<file path="src/rtl/fwd_hazard_unit_if.sv">
// ID-stage request and hazard/forward response bundle for fwd_hazard_unit.
// Keep N, STAGES and NUM_SRC equal to the values given to the unit.
interface fwd_hazard_unit_if #(
    parameter int unsigned N       = 32,
    parameter int unsigned STAGES  = 2,
    parameter int unsigned NUM_SRC = 2
);
    localparam int unsigned RW = $clog2(N);
    localparam int unsigned SW = $clog2(STAGES + 1);

    logic                   id_valid;
    logic [NUM_SRC*RW-1:0]  id_src;
    logic [NUM_SRC-1:0]     id_src_used;
    logic [RW-1:0]          id_dst;
    logic                   id_reg_write;
    logic                   id_is_load;
    logic                   id_is_muldiv;
    logic                   id_reads_hilo;
    logic                   flush;
    logic                   stall;
    logic [NUM_SRC*SW-1:0]  fwd_sel;
    logic                   md_busy;
    logic [15:0]            stall_cnt;

    modport master (
        output id_valid, id_src, id_src_used, id_dst, id_reg_write,
               id_is_load, id_is_muldiv, id_reads_hilo, flush,
        input  stall, fwd_sel, md_busy, stall_cnt
    );

    modport slave (
        input  id_valid, id_src, id_src_used, id_dst, id_reg_write,
               id_is_load, id_is_muldiv, id_reads_hilo, flush,
        output stall, fwd_sel, md_busy, stall_cnt
    );
endinterface

</file>
<file path="src/rtl/fwd_hazard_unit.sv">
// Forwarding and hazard unit: shadows in-flight destinations from EX onward and
// derives operand forward selects, load-use stall and mult/div busy stall.
module fwd_hazard_unit #(
    parameter int unsigned N          = 32,
    parameter int unsigned STAGES     = 2,
    parameter int unsigned NUM_SRC    = 2,
    parameter int unsigned LOAD_STAGE = 1,
    parameter int unsigned MD_LAT     = 4
) (
    input  logic             clk,
    input  logic             rst,
    fwd_hazard_unit_if.slave bus
);
    localparam int unsigned RW = $clog2(N);
    localparam int unsigned SW = $clog2(STAGES + 1);
    localparam int unsigned CW = $clog2(MD_LAT + 1);

    typedef struct packed {
        logic          valid;
        logic [RW-1:0] dst;
        logic          reg_write;
        logic          is_load;
    } stage_t;

    stage_t                pipe [0:STAGES];
    logic [NUM_SRC*RW-1:0] ex_src;
    logic [NUM_SRC-1:0]    ex_src_used;
    logic [CW-1:0]         md_cnt;
    logic [15:0]           stall_count;

    logic [NUM_SRC*SW-1:0] fwd;
    logic [NUM_SRC-1:0]    lu_hit;
    logic                  load_use;
    logic                  md_hazard;
    logic                  stall_int;
    logic                  advance;

    // Forward select: descending scan so the youngest matching stage wins.
    always_comb begin
        fwd = '0;
        for (int i = 0; i < int'(NUM_SRC); i++) begin
            if (pipe[0].valid && ex_src_used[i] && (ex_src[i*RW +: RW] != '0)) begin
                for (int k = int'(STAGES); k >= 1; k--) begin
                    if (pipe[k].valid && pipe[k].reg_write &&
                        (pipe[k].dst == ex_src[i*RW +: RW])) begin
                        fwd[i*SW +: SW] = SW'(k);
                    end
                end
            end
        end
    end

    // Load-use: only the nearest writer below LOAD_STAGE decides, so a younger
    // non-load writer hides an older load of the same register.
    always_comb begin
        lu_hit = '0;
        for (int i = 0; i < int'(NUM_SRC); i++) begin
            if (bus.id_src_used[i] && (bus.id_src[i*RW +: RW] != '0)) begin
                for (int j = int'(LOAD_STAGE) - 1; j >= 0; j--) begin
                    if (pipe[j].valid && pipe[j].reg_write &&
                        (pipe[j].dst == bus.id_src[i*RW +: RW])) begin
                        lu_hit[i] = pipe[j].is_load;
                    end
                end
            end
        end
    end

    assign load_use  = bus.id_valid & (|lu_hit);
    assign md_hazard = bus.id_valid & (bus.id_is_muldiv | bus.id_reads_hilo) & (md_cnt != '0);
    assign stall_int = ~bus.flush & (load_use | md_hazard);
    assign advance   = ~bus.flush & ~stall_int;

    assign bus.stall     = stall_int;
    assign bus.fwd_sel   = fwd;
    assign bus.md_busy   = (md_cnt != '0);
    assign bus.stall_cnt = stall_count;

    // Shadow pipeline, mult/div occupancy and stall statistics.
    always_ff @(posedge clk) begin
        if (rst) begin
            for (int k = 0; k <= int'(STAGES); k++) begin
                pipe[k] <= '0;
            end
            ex_src      <= '0;
            ex_src_used <= '0;
            md_cnt      <= '0;
            stall_count <= '0;
        end else begin
            for (int k = int'(STAGES); k >= 1; k--) begin
                pipe[k] <= pipe[k-1];
            end
            if (advance) begin
                pipe[0] <= '{valid: bus.id_valid, dst: bus.id_dst,
                             reg_write: bus.id_reg_write, is_load: bus.id_is_load};
                ex_src      <= bus.id_src;
                ex_src_used <= bus.id_src_used;
            end else begin
                pipe[0]     <= '0;
                ex_src      <= '0;
                ex_src_used <= '0;
            end

            if (advance && bus.id_valid && bus.id_is_muldiv) begin
                md_cnt <= CW'(MD_LAT);
            end else if (md_cnt != '0) begin
                md_cnt <= md_cnt - CW'(1);
            end

            if (stall_int && (stall_count != 16'hFFFF)) begin
                stall_count <= stall_count + 16'd1;
            end
        end
    end
endmodule

</file>
<file path="src/flat_wrapper.sv">
// flat-port wrapper written by rule: the top's interface ports become plain ports
module fwd_hazard_unit_flat 
#(
    parameter int unsigned N          = 32,
    parameter int unsigned STAGES     = 2,
    parameter int unsigned NUM_SRC    = 2,
    parameter int unsigned LOAD_STAGE = 1,
    parameter int unsigned MD_LAT     = 4
)
  (clk, rst, bus_id_valid, bus_id_src, bus_id_src_used, bus_id_dst, bus_id_reg_write, bus_id_is_load, bus_id_is_muldiv, bus_id_reads_hilo, bus_flush, bus_stall, bus_fwd_sel, bus_md_busy, bus_stall_cnt);
  fwd_hazard_unit_if #(.N(N), .STAGES(STAGES), .NUM_SRC(NUM_SRC)) bus_i ();
  input  logic clk;
  input  logic rst;
  input wire logic [$bits(bus_i.id_valid)-1:0] bus_id_valid;
  input wire logic [$bits(bus_i.id_src)-1:0] bus_id_src;
  input wire logic [$bits(bus_i.id_src_used)-1:0] bus_id_src_used;
  input wire logic [$bits(bus_i.id_dst)-1:0] bus_id_dst;
  input wire logic [$bits(bus_i.id_reg_write)-1:0] bus_id_reg_write;
  input wire logic [$bits(bus_i.id_is_load)-1:0] bus_id_is_load;
  input wire logic [$bits(bus_i.id_is_muldiv)-1:0] bus_id_is_muldiv;
  input wire logic [$bits(bus_i.id_reads_hilo)-1:0] bus_id_reads_hilo;
  input wire logic [$bits(bus_i.flush)-1:0] bus_flush;
  output wire logic [$bits(bus_i.stall)-1:0] bus_stall;
  output wire logic [$bits(bus_i.fwd_sel)-1:0] bus_fwd_sel;
  output wire logic [$bits(bus_i.md_busy)-1:0] bus_md_busy;
  output wire logic [$bits(bus_i.stall_cnt)-1:0] bus_stall_cnt;
  assign bus_i.id_valid = bus_id_valid;
  assign bus_i.id_src = bus_id_src;
  assign bus_i.id_src_used = bus_id_src_used;
  assign bus_i.id_dst = bus_id_dst;
  assign bus_i.id_reg_write = bus_id_reg_write;
  assign bus_i.id_is_load = bus_id_is_load;
  assign bus_i.id_is_muldiv = bus_id_is_muldiv;
  assign bus_i.id_reads_hilo = bus_id_reads_hilo;
  assign bus_i.flush = bus_flush;
  assign bus_stall = bus_i.stall;
  assign bus_fwd_sel = bus_i.fwd_sel;
  assign bus_md_busy = bus_i.md_busy;
  assign bus_stall_cnt = bus_i.stall_cnt;
  fwd_hazard_unit #(.N(N), .STAGES(STAGES), .NUM_SRC(NUM_SRC), .LOAD_STAGE(LOAD_STAGE), .MD_LAT(MD_LAT)) u_core (.clk(clk), .rst(rst), .bus(bus_i));
endmodule
</file>
<file path="config.mk">
export PLATFORM = sky130hd
export DESIGN_NAME = fwd_hazard_unit_flat
export DESIGN_NICKNAME = d
export VERILOG_FILES = /design/src/rtl/fwd_hazard_unit_if.sv /design/src/rtl/fwd_hazard_unit.sv /design/src/flat_wrapper.sv
export SDC_FILE = /design/constraint.sdc
export NUM_CORES = 1
export LEC_CHECK = 0
export CAP_MARGIN = 20
export CORE_MARGIN = 4
export CORE_UTILIZATION = 40
export CTS_BUF_LIST = sky130_fd_sc_hd__clkbuf_2
export CTS_CLUSTER_SIZE = 28
export DETAILED_ROUTE_END_ITERATION = 8
export SYNTH_ARGS = -nofsm -noshare
export SYNTH_HDL_FRONTEND = slang
export SYNTH_SLANG_ARGS = --single-unit
</file>
<file path="constraint.sdc">
create_clock -name clk -period 3.7 [get_ports clk]
set_input_delay 0.74 -clock clk [delete_from_list [all_inputs] [get_ports clk]]
set_output_delay 0.74 -clock clk [all_outputs]
set_load 0.02 [all_outputs]
</file>
==> qor.csv <==
metric;value;unit
place_congestion;0.766;
power_switching;374;µW
power_density;412;nW/µm²
vdd_drop_max;0.244;mV
hold_class;reg -> reg;
start_util;42.3;%
relSlewSlack;61.0;%
grt.busiest_layer;met2;
rows;28;
grt.overflow.total;0;
syn_inst;246;
drt_iter0_drc;71;
coreArea;6060;µm²
final_nets;348;
vias;1946;
synth_area;2560;µm²
antenna_found_initial;0;
antenna_left;0;
grt_pass1_wl;9050;µm
worst-path-buf-inv;2;
status;complete, no violations;
start_kind;input port;
synth_edf_count;22;
rsz0062_at_grt;no;
via_per_inst;4.91;
grt_pass1_vias;1922;
drc;0;
clkPwrFrac;26.6;%
clock_skew;27.4;ps
p_leak;1.17;nW
crit_family;buffers and inverters;
seq_area_frac_synth;50.0;%
cts_setup_buffers;0;
hold_viol;0;
track_usage;14.9;%
clockRootBuffer;clkbuf_2;
power_frac_seq;50.8;%
use_met2;24.5;%
power.internal;986;µW
die_h;88.1;µm
async_reset_ff_share;0;%
synthDistinctLibCells;44;
worst_pin_slew;570;ps
crit_type;in -> out;
dp_hpwl;4110;µm
p_total;1.36;mW
cp.arrival;2860;ps
die_area;7750;µm²
cp_common_cell;clkdlybuf4s50_1;
cpPeakStageDelay;530;ps
syn2layout_area_growth;28.9;%
critPathSlowestCell;clkdlybuf4s50_1;
io_pins;47;
path_clk_slew;280;ps
grt_max_degree;38;
gr-usage-met3;3.29;%
wl_per_cell;13.6;µm
crit_chain;clkdlybuf4s50_1, or4_1, o211ai_1, o22a_2, o21ai_1, and2_1, clkdlybuf4s50_1;
firstDrtPassIters;6;
grt_util_met1;19.8;%
die_w;88.1;µm
clkLatencyLatePin;430;ps
fmax;0.278;GHz
drv_cap;0;
yosys_register_bits;53;
worstSetupEndpointType;output pin;
fin_crit_sh;97.2;%
pre_cts_ws;89.3;ps
drive_gt1_share;7.79;%
synth-main-ff-cell;dfxtp_1;
post_synth.cell_area_avg;10.4;µm²
fin_util;54.5;%
setup_viol;0;
required;2960;ps
n_antenna_cell;0;
pwr-share-comb;22.6;%
period_needed;3600;ps
cts_sinks;53;
clk_path_buf_depth;2;
cp_max_fo;2;
port_buffers;46;
drt_wl_total;5390;µm
slew_viol_final;0;
finalWorstSetupSlack;104;ps
cts-hold-fix-buffers;0;
htree_levels;2;
cts_inserted_buffers;5;
postCtsResizedCells;0;
tns;0;ps
yosys_warnings;0;
cts_tree;done;
swShare;27.5;%
==> cell families after synthesis <==
group	Yosys count	synth area share [%]
simple gates	101	23.1
flops	53	50.0
compound gates	43	11.5
xor+xnor	32	10.9
buf+inv	11	1.95
fa+ha+maj	3	1.46
mux	2	0.878
other cells	1	0.146
==> power by group through the flow <==
| stage | Clock [mW] | Combinational, mW | Sequential [mW] |
|---|---|---|---|
| 2_1_floorplan | 0 | 0.205 | 0.695 |
| 3_3_place_gp | 0 | 0.303 | 0.703 |
| 3_5_place_dp | 0 | 0.309 | 0.704 |
| 4_1_cts | 0.376 | 0.311 | 0.692 |
| 5_1_grt | 0.398 | 0.350 | 0.699 |
| 6_report | 0.361 | 0.308 | 0.691 |
==> metrics by stage <==
| step | instances | hold slack, ps | cell area, µm² |
|---|---|---|---|
| global placement | 388 | 450 | 3210 |
| global route | 396 | 529 | 3300 |
| finish | 396 | 487 | 3300 |
| floorplan | 267 | 435 | 2640 |
| detailed placement | 388 | 461 | 3210 |
| CTS | 396 | 490 | 3300 |
==> tightest hold or removal path, stage by stage (launching register included) <==
cell     delay (ps)
dfxtp_1         380
nand3_1          60
a21oi_1          50
==> synth_stat cells, types with 2 or more instances <==
library cell	instances	area, µm²
a21oi_1	15	75.1
and2_1	21	131
and4_1	2	17.5
buf_4	2	15.0
clkbuf_1	4	15.0
dfxtp_1	31	621
edfxtp_1	22	661
ha_1	3	37.5
inv_1	4	15.0
mux2_2	2	22.5
nand2_1	8	30.0
nand3_1	8	40.0
nand4_1	10	62.6
nor2_1	8	30.0
nor2b_1	18	113
nor3_1	5	25.0
nor4_1	4	25.0
o211ai_1	5	37.5
o21ai_0	7	35.0
o31ai_1	3	22.5
or3_1	5	31.3
or4_1	7	52.6
xnor2_1	22	193
xor2_1	10	87.6
==> routing by layer <==
layer / up-vias / share of wire (%)
li1: 1019 / -
met1: 895 / 47
met2: 27 / 49
met3: 5 / 3.0
met4: 0 / 1.1
met5: - / 0
==> worst paths after layout <==
check / slack, ps / start / to / cells after the start
setup / recovery: 100 / bus_id_src[0] / bus_stall / 7
hold / removal: 490 / u_core.md_cnt[0] / u_core.md_cnt[0] / 2
setup reg to reg: 1290 / u_core.md_cnt[0] / u_core.bus.stall_cnt[15] / 8
hold reg to reg: 490 / u_core.md_cnt[0] / u_core.md_cnt[0] / 2
==> cell type report <==
cell class | count | area (µm²)
fillers | 570 | 2760
clock buffers | 5 | 25.0
repair buffers | 53 | 513
inverters | 4 | 15.0
flip-flops and latches | 53 | 1280
clock inverters | 3 | 65.1
well taps | 75 | 93.8
multi-input cells | 203 | 1310
==> flip-flops by register name, summed over array words and instances, names as in the netlist <==
| signal | count |
|---|---|
| u_core.ex_src | 10 |
| u_core.bus.stall_cnt | 16 |
| u_core.pipe | 22 |
| u_core.md_cnt | 3 |
| u_core.ex_src_used | 2 |
==> cells in the final DEF (no fill, tap or decap), drive strengths merged, types with 2 or more instances in the layout <==
master / instances
nor4: 4
xnor2: 22
o31ai: 3
ha: 3
inv: 4
o21ai: 8
clkdlybuf4s50: 46
o211ai: 5
xor2: 10
and2: 21
nand3: 8
nor3: 5
clkbuf: 5
bufinv: 2
or4: 7
mux2: 2
nand2: 8
nor2b: 18
and4: 2
or3: 5
conb: 22
edfxtp: 22
nor2: 8
a21oi: 15
dfxtp: 31
nand4: 10
a211oi: 2
a2111oi: 2
buf: 7
Note: power is estimated with default switching activity, not from simulation.
